### src/rtl/uart_rx.sv
// UART receiver: oversamples uart_rxpin, centres on each bit and reassembles data/parity/stop.
// Optional macro UART_RX_MAJORITY_VOTE_EN: 2-of-3 vote of rxs at counter==2,1,0 for every sample.

`ifndef UART_CONFIG_WIDTH_DELAYFRAMES
`define UART_CONFIG_WIDTH_DELAYFRAMES 16
`endif
`ifndef UART_CONFIG_WIDTH_DATABITS
`define UART_CONFIG_WIDTH_DATABITS 8
`endif
`ifndef UART_PARITY_ODD
`define UART_PARITY_ODD 2'd1
`endif
`ifndef UART_PARITY_EVEN
`define UART_PARITY_EVEN 2'd2
`endif

module uart_rx #(
    parameter int unsigned COUNTER_WIDTH = `UART_CONFIG_WIDTH_DELAYFRAMES,
    parameter int unsigned DATA_WIDTH    = `UART_CONFIG_WIDTH_DATABITS
) (
    input  logic                     clk,
    input  logic                     rst_n,
    input  logic                     uart_rxpin,
    output logic [DATA_WIDTH-1:0]    dataout,
    output logic                     rx_valid,
    output logic                     parity_error,
    output logic                     frame_error,
    output logic                     rx_busy,
    input  logic [COUNTER_WIDTH-1:0] UART_CONFIG_DELAY_FRAMES,
    input  logic [4:0]               UART_CONFIG_DATABITS,
    input  logic [1:0]               UART_CONFIG_PARITY,
    input  logic [1:0]               UART_CONFIG_STOPBITS
);

    localparam logic [4:0] DATA_BITS_MAX = 5'(DATA_WIDTH);

    typedef enum logic [4:0] {
        S_IDLE   = 5'b00001,
        S_START  = 5'b00010,
        S_DATA   = 5'b00100,
        S_PARITY = 5'b01000,
        S_STOP   = 5'b10000
    } state_e;

    state_e                   state_q, state_d;
    logic [1:0]               sync_q, sync_d;
    logic                     rxs_prev_q, rxs_prev_d;
    logic [COUNTER_WIDTH-1:0] cnt_q, cnt_d;
    logic [4:0]               idx_q, idx_d;
    logic [DATA_WIDTH-1:0]    shift_q, shift_d;
    logic                     par_acc_q, par_acc_d;
    logic                     pe_q, pe_d;
    logic                     fe_acc_q, fe_acc_d;
    logic                     stop2_q, stop2_d;
    logic [DATA_WIDTH-1:0]    dataout_q, dataout_d;
    logic                     rx_valid_q, rx_valid_d;
    logic                     parity_error_q, parity_error_d;
    logic                     frame_error_q, frame_error_d;
    logic                     rx_busy_q, rx_busy_d;
`ifdef UART_RX_MAJORITY_VOTE_EN
    logic [1:0]               vote_q, vote_d;
`endif

    logic       rxs;
    logic       tick;
    logic       sample;
    logic       par_en;
    logic       par_odd;
    logic       two_stop;
    logic       fe_now;
    logic [4:0] last_idx;

    assign rxs      = sync_q[1];
    assign tick     = (cnt_q == COUNTER_WIDTH'(0));
    assign par_odd  = (UART_CONFIG_PARITY == `UART_PARITY_ODD);
    assign par_en   = par_odd || (UART_CONFIG_PARITY == `UART_PARITY_EVEN);
    assign two_stop = (UART_CONFIG_STOPBITS == 2'd2);
    assign fe_now   = fe_acc_q | ~sample;

`ifdef UART_RX_MAJORITY_VOTE_EN
    assign sample = (vote_q[1] & vote_q[0]) | (vote_q[1] & rxs) | (vote_q[0] & rxs);
`else
    assign sample = rxs;
`endif

    // Index of the final data bit, with DATABITS clamped into 1..DATA_WIDTH
    always_comb begin
        if (UART_CONFIG_DATABITS > DATA_BITS_MAX) begin
            last_idx = DATA_BITS_MAX - 5'd1;
        end else if (UART_CONFIG_DATABITS == 5'd0) begin
            last_idx = 5'd0;
        end else begin
            last_idx = UART_CONFIG_DATABITS - 5'd1;
        end
    end

    always_comb begin
        state_d        = state_q;
        sync_d         = {sync_q[0], uart_rxpin};
        rxs_prev_d     = rxs;
        cnt_d          = tick ? cnt_q : cnt_q - COUNTER_WIDTH'(1);
        idx_d          = idx_q;
        shift_d        = shift_q;
        par_acc_d      = par_acc_q;
        pe_d           = pe_q;
        fe_acc_d       = fe_acc_q;
        stop2_d        = stop2_q;
        dataout_d      = dataout_q;
        rx_valid_d     = 1'b0;
        parity_error_d = parity_error_q;
        frame_error_d  = frame_error_q;
`ifdef UART_RX_MAJORITY_VOTE_EN
        vote_d = vote_q;
        if (cnt_q == COUNTER_WIDTH'(2)) vote_d[1] = rxs;
        if (cnt_q == COUNTER_WIDTH'(1)) vote_d[0] = rxs;
`endif

        case (state_q)
            S_IDLE: begin
                // Edge detect also blocks restart while a break holds the line low
                if (rxs_prev_q && !rxs) begin
                    state_d = S_START;
                    cnt_d   = UART_CONFIG_DELAY_FRAMES >> 1;
                end
            end
            S_START: begin
                if (tick) begin
                    cnt_d = UART_CONFIG_DELAY_FRAMES;
                    if (sample) begin
                        state_d = S_IDLE;
                    end else begin
                        state_d   = S_DATA;
                        idx_d     = 5'd0;
                        shift_d   = '0;
                        par_acc_d = par_odd;
                        pe_d      = 1'b0;
                        fe_acc_d  = 1'b0;
                        stop2_d   = 1'b0;
                    end
                end
            end
            S_DATA: begin
                if (tick) begin
                    cnt_d     = UART_CONFIG_DELAY_FRAMES;
                    shift_d   = shift_q | (DATA_WIDTH'(sample) << idx_q);
                    par_acc_d = par_acc_q ^ sample;
                    idx_d     = idx_q + 5'd1;
                    if (idx_q >= last_idx) begin
                        state_d = par_en ? S_PARITY : S_STOP;
                    end
                end
            end
            S_PARITY: begin
                if (tick) begin
                    cnt_d   = UART_CONFIG_DELAY_FRAMES;
                    pe_d    = sample ^ par_acc_q;
                    state_d = S_STOP;
                end
            end
            S_STOP: begin
                if (tick) begin
                    cnt_d = UART_CONFIG_DELAY_FRAMES;
                    if (two_stop && !stop2_q) begin
                        stop2_d  = 1'b1;
                        fe_acc_d = fe_now;
                    end else begin
                        state_d        = S_IDLE;
                        rx_valid_d     = 1'b1;
                        dataout_d      = shift_q;
                        parity_error_d = pe_q;
                        frame_error_d  = fe_now;
                    end
                end
            end
            default: state_d = S_IDLE;
        endcase

        rx_busy_d = (state_d != S_IDLE);
    end

    always_ff @(posedge clk) begin
        if (!rst_n) begin
            state_q        <= S_IDLE;
            sync_q         <= 2'b11;
            rxs_prev_q     <= 1'b1;
            cnt_q          <= '0;
            idx_q          <= 5'd0;
            shift_q        <= '0;
            par_acc_q      <= 1'b0;
            pe_q           <= 1'b0;
            fe_acc_q       <= 1'b0;
            stop2_q        <= 1'b0;
            dataout_q      <= '0;
            rx_valid_q     <= 1'b0;
            parity_error_q <= 1'b0;
            frame_error_q  <= 1'b0;
            rx_busy_q      <= 1'b0;
`ifdef UART_RX_MAJORITY_VOTE_EN
            vote_q         <= 2'b11;
`endif
        end else begin
            state_q        <= state_d;
            sync_q         <= sync_d;
            rxs_prev_q     <= rxs_prev_d;
            cnt_q          <= cnt_d;
            idx_q          <= idx_d;
            shift_q        <= shift_d;
            par_acc_q      <= par_acc_d;
            pe_q           <= pe_d;
            fe_acc_q       <= fe_acc_d;
            stop2_q        <= stop2_d;
            dataout_q      <= dataout_d;
            rx_valid_q     <= rx_valid_d;
            parity_error_q <= parity_error_d;
            frame_error_q  <= frame_error_d;
            rx_busy_q      <= rx_busy_d;
`ifdef UART_RX_MAJORITY_VOTE_EN
            vote_q         <= vote_d;
`endif
        end
    end

    assign dataout      = dataout_q;
    assign rx_valid     = rx_valid_q;
    assign parity_error = parity_error_q;
    assign frame_error  = frame_error_q;
    assign rx_busy      = rx_busy_q;

endmodule

### config.mk
export PLATFORM = sky130hd
export DESIGN_NAME = uart_rx
export DESIGN_NICKNAME = d
export VERILOG_FILES = /design/src/rtl/uart_rx.sv
export SDC_FILE = /design/constraint.sdc
export NUM_CORES = 1
export LEC_CHECK = 0
export BUFFER_PORTS_ARGS = -buffer_cell sky130_fd_sc_hd__buf_4
export CORE_MARGIN = 8
export CORE_UTILIZATION = 57
export DETAILED_ROUTE_END_ITERATION = 10
export HOLD_SLACK_MARGIN = 0.12
export PLACE_DENSITY = 0.87
export SLEW_MARGIN = 20
export SYNTH_ARGS = -nofsm -noshare
export SYNTH_HDL_FRONTEND = slang
export SYNTH_SLANG_ARGS = --single-unit
### constraint.sdc
create_clock -name clk -period 2.4 [get_ports clk]
set_input_delay 0 -clock clk [delete_from_list [all_inputs] [get_ports clk]]
set_output_delay 0 -clock clk [all_outputs]
set_load 0.02 [all_outputs]
==> report_table.html <==
<table>
<tr><th>Metric</th><th>Value</th></tr>
<tr><th colspan="2">Synthesis</th></tr>
<tr><td>Number of nets in the synthesized netlist</td><td>385</td></tr>
<tr><td>Cell accounting for the most synthesized area</td><td>sky130_fd_sc_hd__dfxtp_1</td></tr>
<tr><td>Number of synthesized register bits</td><td>53</td></tr>
<tr><td>Sequential element share of the synthesized area</td><td>0.3605</td></tr>
<tr><td>Mean post-synth cell area</td><td>8.481 um^2</td></tr>
<tr><td>Count of cell types in the netlist</td><td>56</td></tr>
<tr><td>Dominant cells by area after synthesis</td><td>sky130_fd_sc_hd__dfxtp_1, sky130_fd_sc_hd__nor2_1, sky130_fd_sc_hd__mux2i_1</td></tr>
<tr><td>Post-synthesis cell count</td><td>347</td></tr>
<tr><td>Syn. warnings</td><td>0</td></tr>
<tr><td>Ys flop type</td><td>sky130_fd_sc_hd__dfxtp_1</td></tr>
<tr><td>Most used standard cell by instance count after synthesis</td><td>sky130_fd_sc_hd__dfxtp_1</td></tr>
<tr><td>Post-synth EDFFs</td><td>0</td></tr>
<tr><td>Synthesized cell area</td><td>2943 um^2</td></tr>
<tr><td>Portion of synthesized cell area occupied by the leading cell type</td><td>0.3605</td></tr>
<tr><td>Share of async-settable or async-resettable flops after synthesis</td><td>0</td></tr>
<tr><td>Top cell types by occurrence after synthesis</td><td>sky130_fd_sc_hd__dfxtp_1, sky130_fd_sc_hd__nor2_1, sky130_fd_sc_hd__a21oi_1</td></tr>
<tr><th colspan="2">Floorplan</th></tr>
<tr><td>Initial core utilization</td><td>0.5836</td></tr>
<tr><td>Die Span X</td><td>87.85 um</td></tr>
<tr><td>Core footprint</td><td>approximately 5000 um^2</td></tr>
<tr><td># IOs</td><td>40</td></tr>
<tr><td>Die Ht</td><td>87.85 um</td></tr>
<tr><td>Floorplan die area</td><td>7718 um^2</td></tr>
<tr><td>Core Rows</td><td>26</td></tr>
<tr><th colspan="2">CTS</th></tr>
<tr><td>Number of buffers created by CTS</td><td>5</td></tr>
<tr><td>TritonCTS clock tree</td><td>yes</td></tr>
<tr><td>Number of buffers on the longest clock path</td><td>2</td></tr>
<tr><td>Worst-path clk slew</td><td>0.10 ns</td></tr>
<tr><td>Number of levels the H-tree was split into</td><td>2</td></tr>
<tr><td>Insertion delay of the later-clocked pin in the worst-skew pair</td><td>roughly 0.30 ns</td></tr>
<tr><td>Number of clock sinks</td><td>53</td></tr>
<tr><td>Cell chosen for the clock root</td><td>sky130_fd_sc_hd__clkbuf_8</td></tr>
<tr><th colspan="2">Critical path</th></tr>
<tr><td>Kind of end point of the critical path</td><td>flop</td></tr>
<tr><td>Required time at the endpoint of the critical path</td><td>2.65 ns</td></tr>
<tr><td>Setup slack of the worst register-to-register path</td><td>roughly 0.0051 ns</td></tr>
<tr><td>Class of the most critical setup path</td><td>reg -&gt; reg</td></tr>
<tr><td>Path depth of the worst reg2reg path</td><td>7</td></tr>
<tr><td>Reg-to-Reg End</td><td>cnt_q[6]</td></tr>
<tr><td>Number of buffers and inverters on the critical path</td><td>2</td></tr>
<tr><td>Critical-path maximum fanout</td><td>7</td></tr>
<tr><td>Worst path slowest cell</td><td>sky130_fd_sc_hd__dlygate4sd3_1</td></tr>
<tr><td>Worst stage delay on the critical path</td><td>0.61 ns</td></tr>
<tr><td>Crit-path leading delay family</td><td>buffers and inverters</td></tr>
<tr><td>Reg-to-Reg Start</td><td>cnt_q[11]</td></tr>
<tr><td>Worst path arrival time</td><td>2.64 ns</td></tr>
<tr><td>Ordered list of cells on the worst path</td><td>nor3_4 -&gt; buf_4 -&gt; and4_2 -&gt; a21oi_1 -&gt; a21oi_2 -&gt; o31ai_1 -&gt; dlygate4sd3_1</td></tr>
<tr><td>CP startpoint kind</td><td>flop</td></tr>
<tr><th colspan="2">Global routing</th></tr>
<tr><td>Aggregate global routing overflow</td><td>0</td></tr>
<tr><td>Via count of the first global-routing pass</td><td>2,699</td></tr>
<tr><td>Pin count of the biggest net entering global routing</td><td>21</td></tr>
<tr><td>Initial antenna violation count</td><td>0</td></tr>
<tr><td>Global-route usage over all layers</td><td>0.2012</td></tr>
<tr><td>Wire length of the first global-routing pass</td><td>around 13 mm</td></tr>
<tr><th colspan="2">Layout</th></tr>
<tr><td>Layout cells sized above 1</td><td>0.2058</td></tr>
<tr><td>Area Growth Syn to Fin</td><td>26.32%</td></tr>
<tr><td>Final net count</td><td>450</td></tr>
<tr><td>Final core utilization</td><td>0.7372</td></tr>
<tr><td>Count of antenna diodes in the layout</td><td>0</td></tr>
<tr><th colspan="2">Place</th></tr>
<tr><td>RePlAce Congestion</td><td>0.9104</td></tr>
<tr><td>Number of buffer cells added on primary ports</td><td>39</td></tr>
<tr><td>Half-perimeter wire length of the detailed placement result</td><td>5.168 mm</td></tr>
<tr><th colspan="2">Pwr</th></tr>
<tr><td>Worst-case vdd ir drop</td><td>0.6469 mV</td></tr>
<tr><td>Static leakage</td><td>1.542 nW</td></tr>
<tr><td>Power per standard cell area</td><td>867.4 nW/um^2</td></tr>
<tr><th colspan="2">Timing</th></tr>
<tr><td>Maximum achievable frequency</td><td>417.6 MHz</td></tr>
<tr><td>Worst Tran Pin Value</td><td>0.6110 ns</td></tr>
<tr><td>Final hold vios</td><td>0</td></tr>
<tr><td>Tightest slew margin relative to the limit</td><td>0.5918</td></tr>
<tr><td>Minimum clock period after layout</td><td>between 2 and 2.5 ns</td></tr>
<tr><td>Final clock skew</td><td>0.004937 ns</td></tr>
<tr><td>Post-route worst hold slack</td><td>0.1385 ns</td></tr>
<tr><td>Count of final max-slew check failures</td><td>0</td></tr>
<tr><td>Post-route clock period utilization</td><td>0.9979</td></tr>
<tr><td>Final setup violation count</td><td>0</td></tr>
<tr><th colspan="2">Routing</th></tr>
<tr><td>DRC violations left</td><td>0</td></tr>
<tr><td>Total via count after detailed routing</td><td>slightly below 3,000</td></tr>
<tr><td>Final antenna-violating net count</td><td>0</td></tr>
<tr><td>Total detailed-routing wirelength</td><td>7.872 mm</td></tr>
<tr><td>Final routed wire length divided by cell count</td><td>16.30 um</td></tr>
<tr><td>Number of DRC violations after detailed-routing iteration 0</td><td>358</td></tr>
<tr><td>Vias per cell</td><td>6.157</td></tr>
<tr><td>Iteration count of the initial detailed-routing pass</td><td>5</td></tr>
<tr><th colspan="2">Run</th></tr>
<tr><td>Maximum capacitance violations</td><td>0</td></tr>
<tr><th colspan="2">Min path</th></tr>
<tr><td>End of the worst hold path</td><td>fe_acc_q</td></tr>
<tr><td>Hold Crit Class</td><td>in -&gt; reg</td></tr>
<tr><td>Number of cells traversed by the worst hold path</td><td>5</td></tr>
<tr><td>Worst hold path startpoint</td><td>UART_CONFIG_STOPBITS[1]</td></tr>
<tr><th colspan="2">Outcome</th></tr>
<tr><td>Run status</td><td>finished, final reports clean</td></tr>
</table>
cell families (layout without fill, tap and decap cells):
family | Yosys count | in the layout | share of synthesized area
flops | 53 | 53 | 0.3605
fa+ha+maj | 12 | 12 | 0.04932
buf+inv | 30 | 96 | 0.04295
xor+xnor | 13 | 13 | 0.03869
mux | 14 | 14 | 0.04762
compound gates | 84 | 84 | 0.1918
simple gates | 141 | 141 | 0.2691
worst max-delay path by stage:
stage                       startpoint         end  slack (ns)  cells after the start
3_3_place_gp   UART_CONFIG_DATABITS[0]  state_q[3]        0.11                     12
4_1_cts                     state_q[1]    cnt_q[6]        0.03                      6
2_1_floorplan  UART_CONFIG_DATABITS[0]  state_q[3]        0.30                     11
3_5_place_dp   UART_CONFIG_DATABITS[0]  state_q[3]        0.01                     12
6_report                     cnt_q[11]    cnt_q[6]       0.005                      7
5_1_grt                      cnt_q[11]    cnt_q[6]       -0.07                      7
placed cells by master, fill, tap and decap left out, types with 3 or more instances in the layout:
cell type | Yosys | final
sky130_fd_sc_hd__a31oi_1 | 6 | 6
sky130_fd_sc_hd__a21o_1 | 3 | 3
sky130_fd_sc_hd__and3_1 | 4 | 4
sky130_fd_sc_hd__dlygate4sd3_1 | 0 | 22
sky130_fd_sc_hd__clkbuf_8 | 0 | 5
sky130_fd_sc_hd__nand3_1 | 13 | 12
sky130_fd_sc_hd__o2bb2ai_1 | 4 | 4
sky130_fd_sc_hd__a211o_1 | 3 | 3
sky130_fd_sc_hd__xnor2_1 | 7 | 7
sky130_fd_sc_hd__a22oi_1 | 8 | 8
sky130_fd_sc_hd__ha_1 | 10 | 9
sky130_fd_sc_hd__a21oi_1 | 27 | 26
sky130_fd_sc_hd__buf_4 | 1 | 52
sky130_fd_sc_hd__a41oi_1 | 3 | 3
sky130_fd_sc_hd__or4_1 | 3 | 3
sky130_fd_sc_hd__o211ai_1 | 3 | 3
sky130_fd_sc_hd__or3_1 | 6 | 6
sky130_fd_sc_hd__nand4_1 | 8 | 8
sky130_fd_sc_hd__nor2b_1 | 4 | 4
sky130_fd_sc_hd__xor2_1 | 6 | 6
sky130_fd_sc_hd__o21ai_0 | 11 | 11
sky130_fd_sc_hd__inv_1 | 13 | 13
sky130_fd_sc_hd__nor4_4 | 2 | 3
sky130_fd_sc_hd__dfxtp_1 | 53 | 48
sky130_fd_sc_hd__dfxtp_2 | 0 | 5
sky130_fd_sc_hd__nor4_1 | 6 | 5
sky130_fd_sc_hd__mux2i_1 | 14 | 14
sky130_fd_sc_hd__and2_1 | 3 | 3
sky130_fd_sc_hd__nand2_1 | 16 | 16
sky130_fd_sc_hd__nand2b_1 | 9 | 7
sky130_fd_sc_hd__nor3_1 | 7 | 7
sky130_fd_sc_hd__nor2_1 | 41 | 40
flip-flops by register name, summed over array words and instances (netlist names):
signal        count
cnt_q            16
idx_q             5
sync_q            2
fe_acc_q          1
parity_error      1
state_q           5
rxs_prev_q        1
stop2_q           1
dataout           8
pe_q              1
frame_error       1
rx_valid          1
par_acc_q         1
shift_q           8
rx_busy           1
routing by layer:
metal,global-route usage,vias to the layer above,wire [um]
li1,-,1412,-
met5,0,-,0
met3,0.04221,28,694
met2,0.3064,169,3515
met4,0.07188,0,199
met1,0.2713,1365,3462
layout make-up:
class                           count  area, um^2
Clock buffer                        5       68.82
Clock inverter                      3       21.27
Fill cell                         349        1325
Inverter                           14       52.55
Multi-Input combinational cell    264        1809
Sequential cell                    53        1067
Tap cell                           70       87.58
Timing Repair Buffer               74       610.6
stage by stage:
step	TNS (ns)	power, mW	cell area (um^2)	cells	setup WS [ns]
final	0	3.225	3717	483	0.005099
after global routing	-0.07289	3.389	3717	483	-0.07181
after CTS	0	2.970	3627	479	0.02511
after detailed placement	0	2.422	3317	449	0.01218
after global placement	0	2.384	3317	449	0.1116
after floorplan	0	2.118	2943	347	0.2997
worst min-delay path, delay by kind of cell:
family / cells / cell delay [ns]
compound gates: 1 / 0.06
buf+inv: 1 / 0.11
simple gates: 3 / 0.24
power breakdown:
group	internal (mW)	total [mW]	leakage, nW	switching [mW]
Combinational	0.704	1.55	1.07	0.847
Clock	0.208	0.516	0.0445	0.309
Sequential	0.989	1.16	0.433	0.168
Total	1.90	3.22	1.54	1.32
repair_timing:
action,4_1_cts,5_1_grt
resized for setup,0,18
endpoints found under the setup margin,0,2
buffers inserted,0,4
hold buffers,22,0
endpoints found under the hold margin,24,0
No activity file was read; power rests on OpenSTA's default activity.
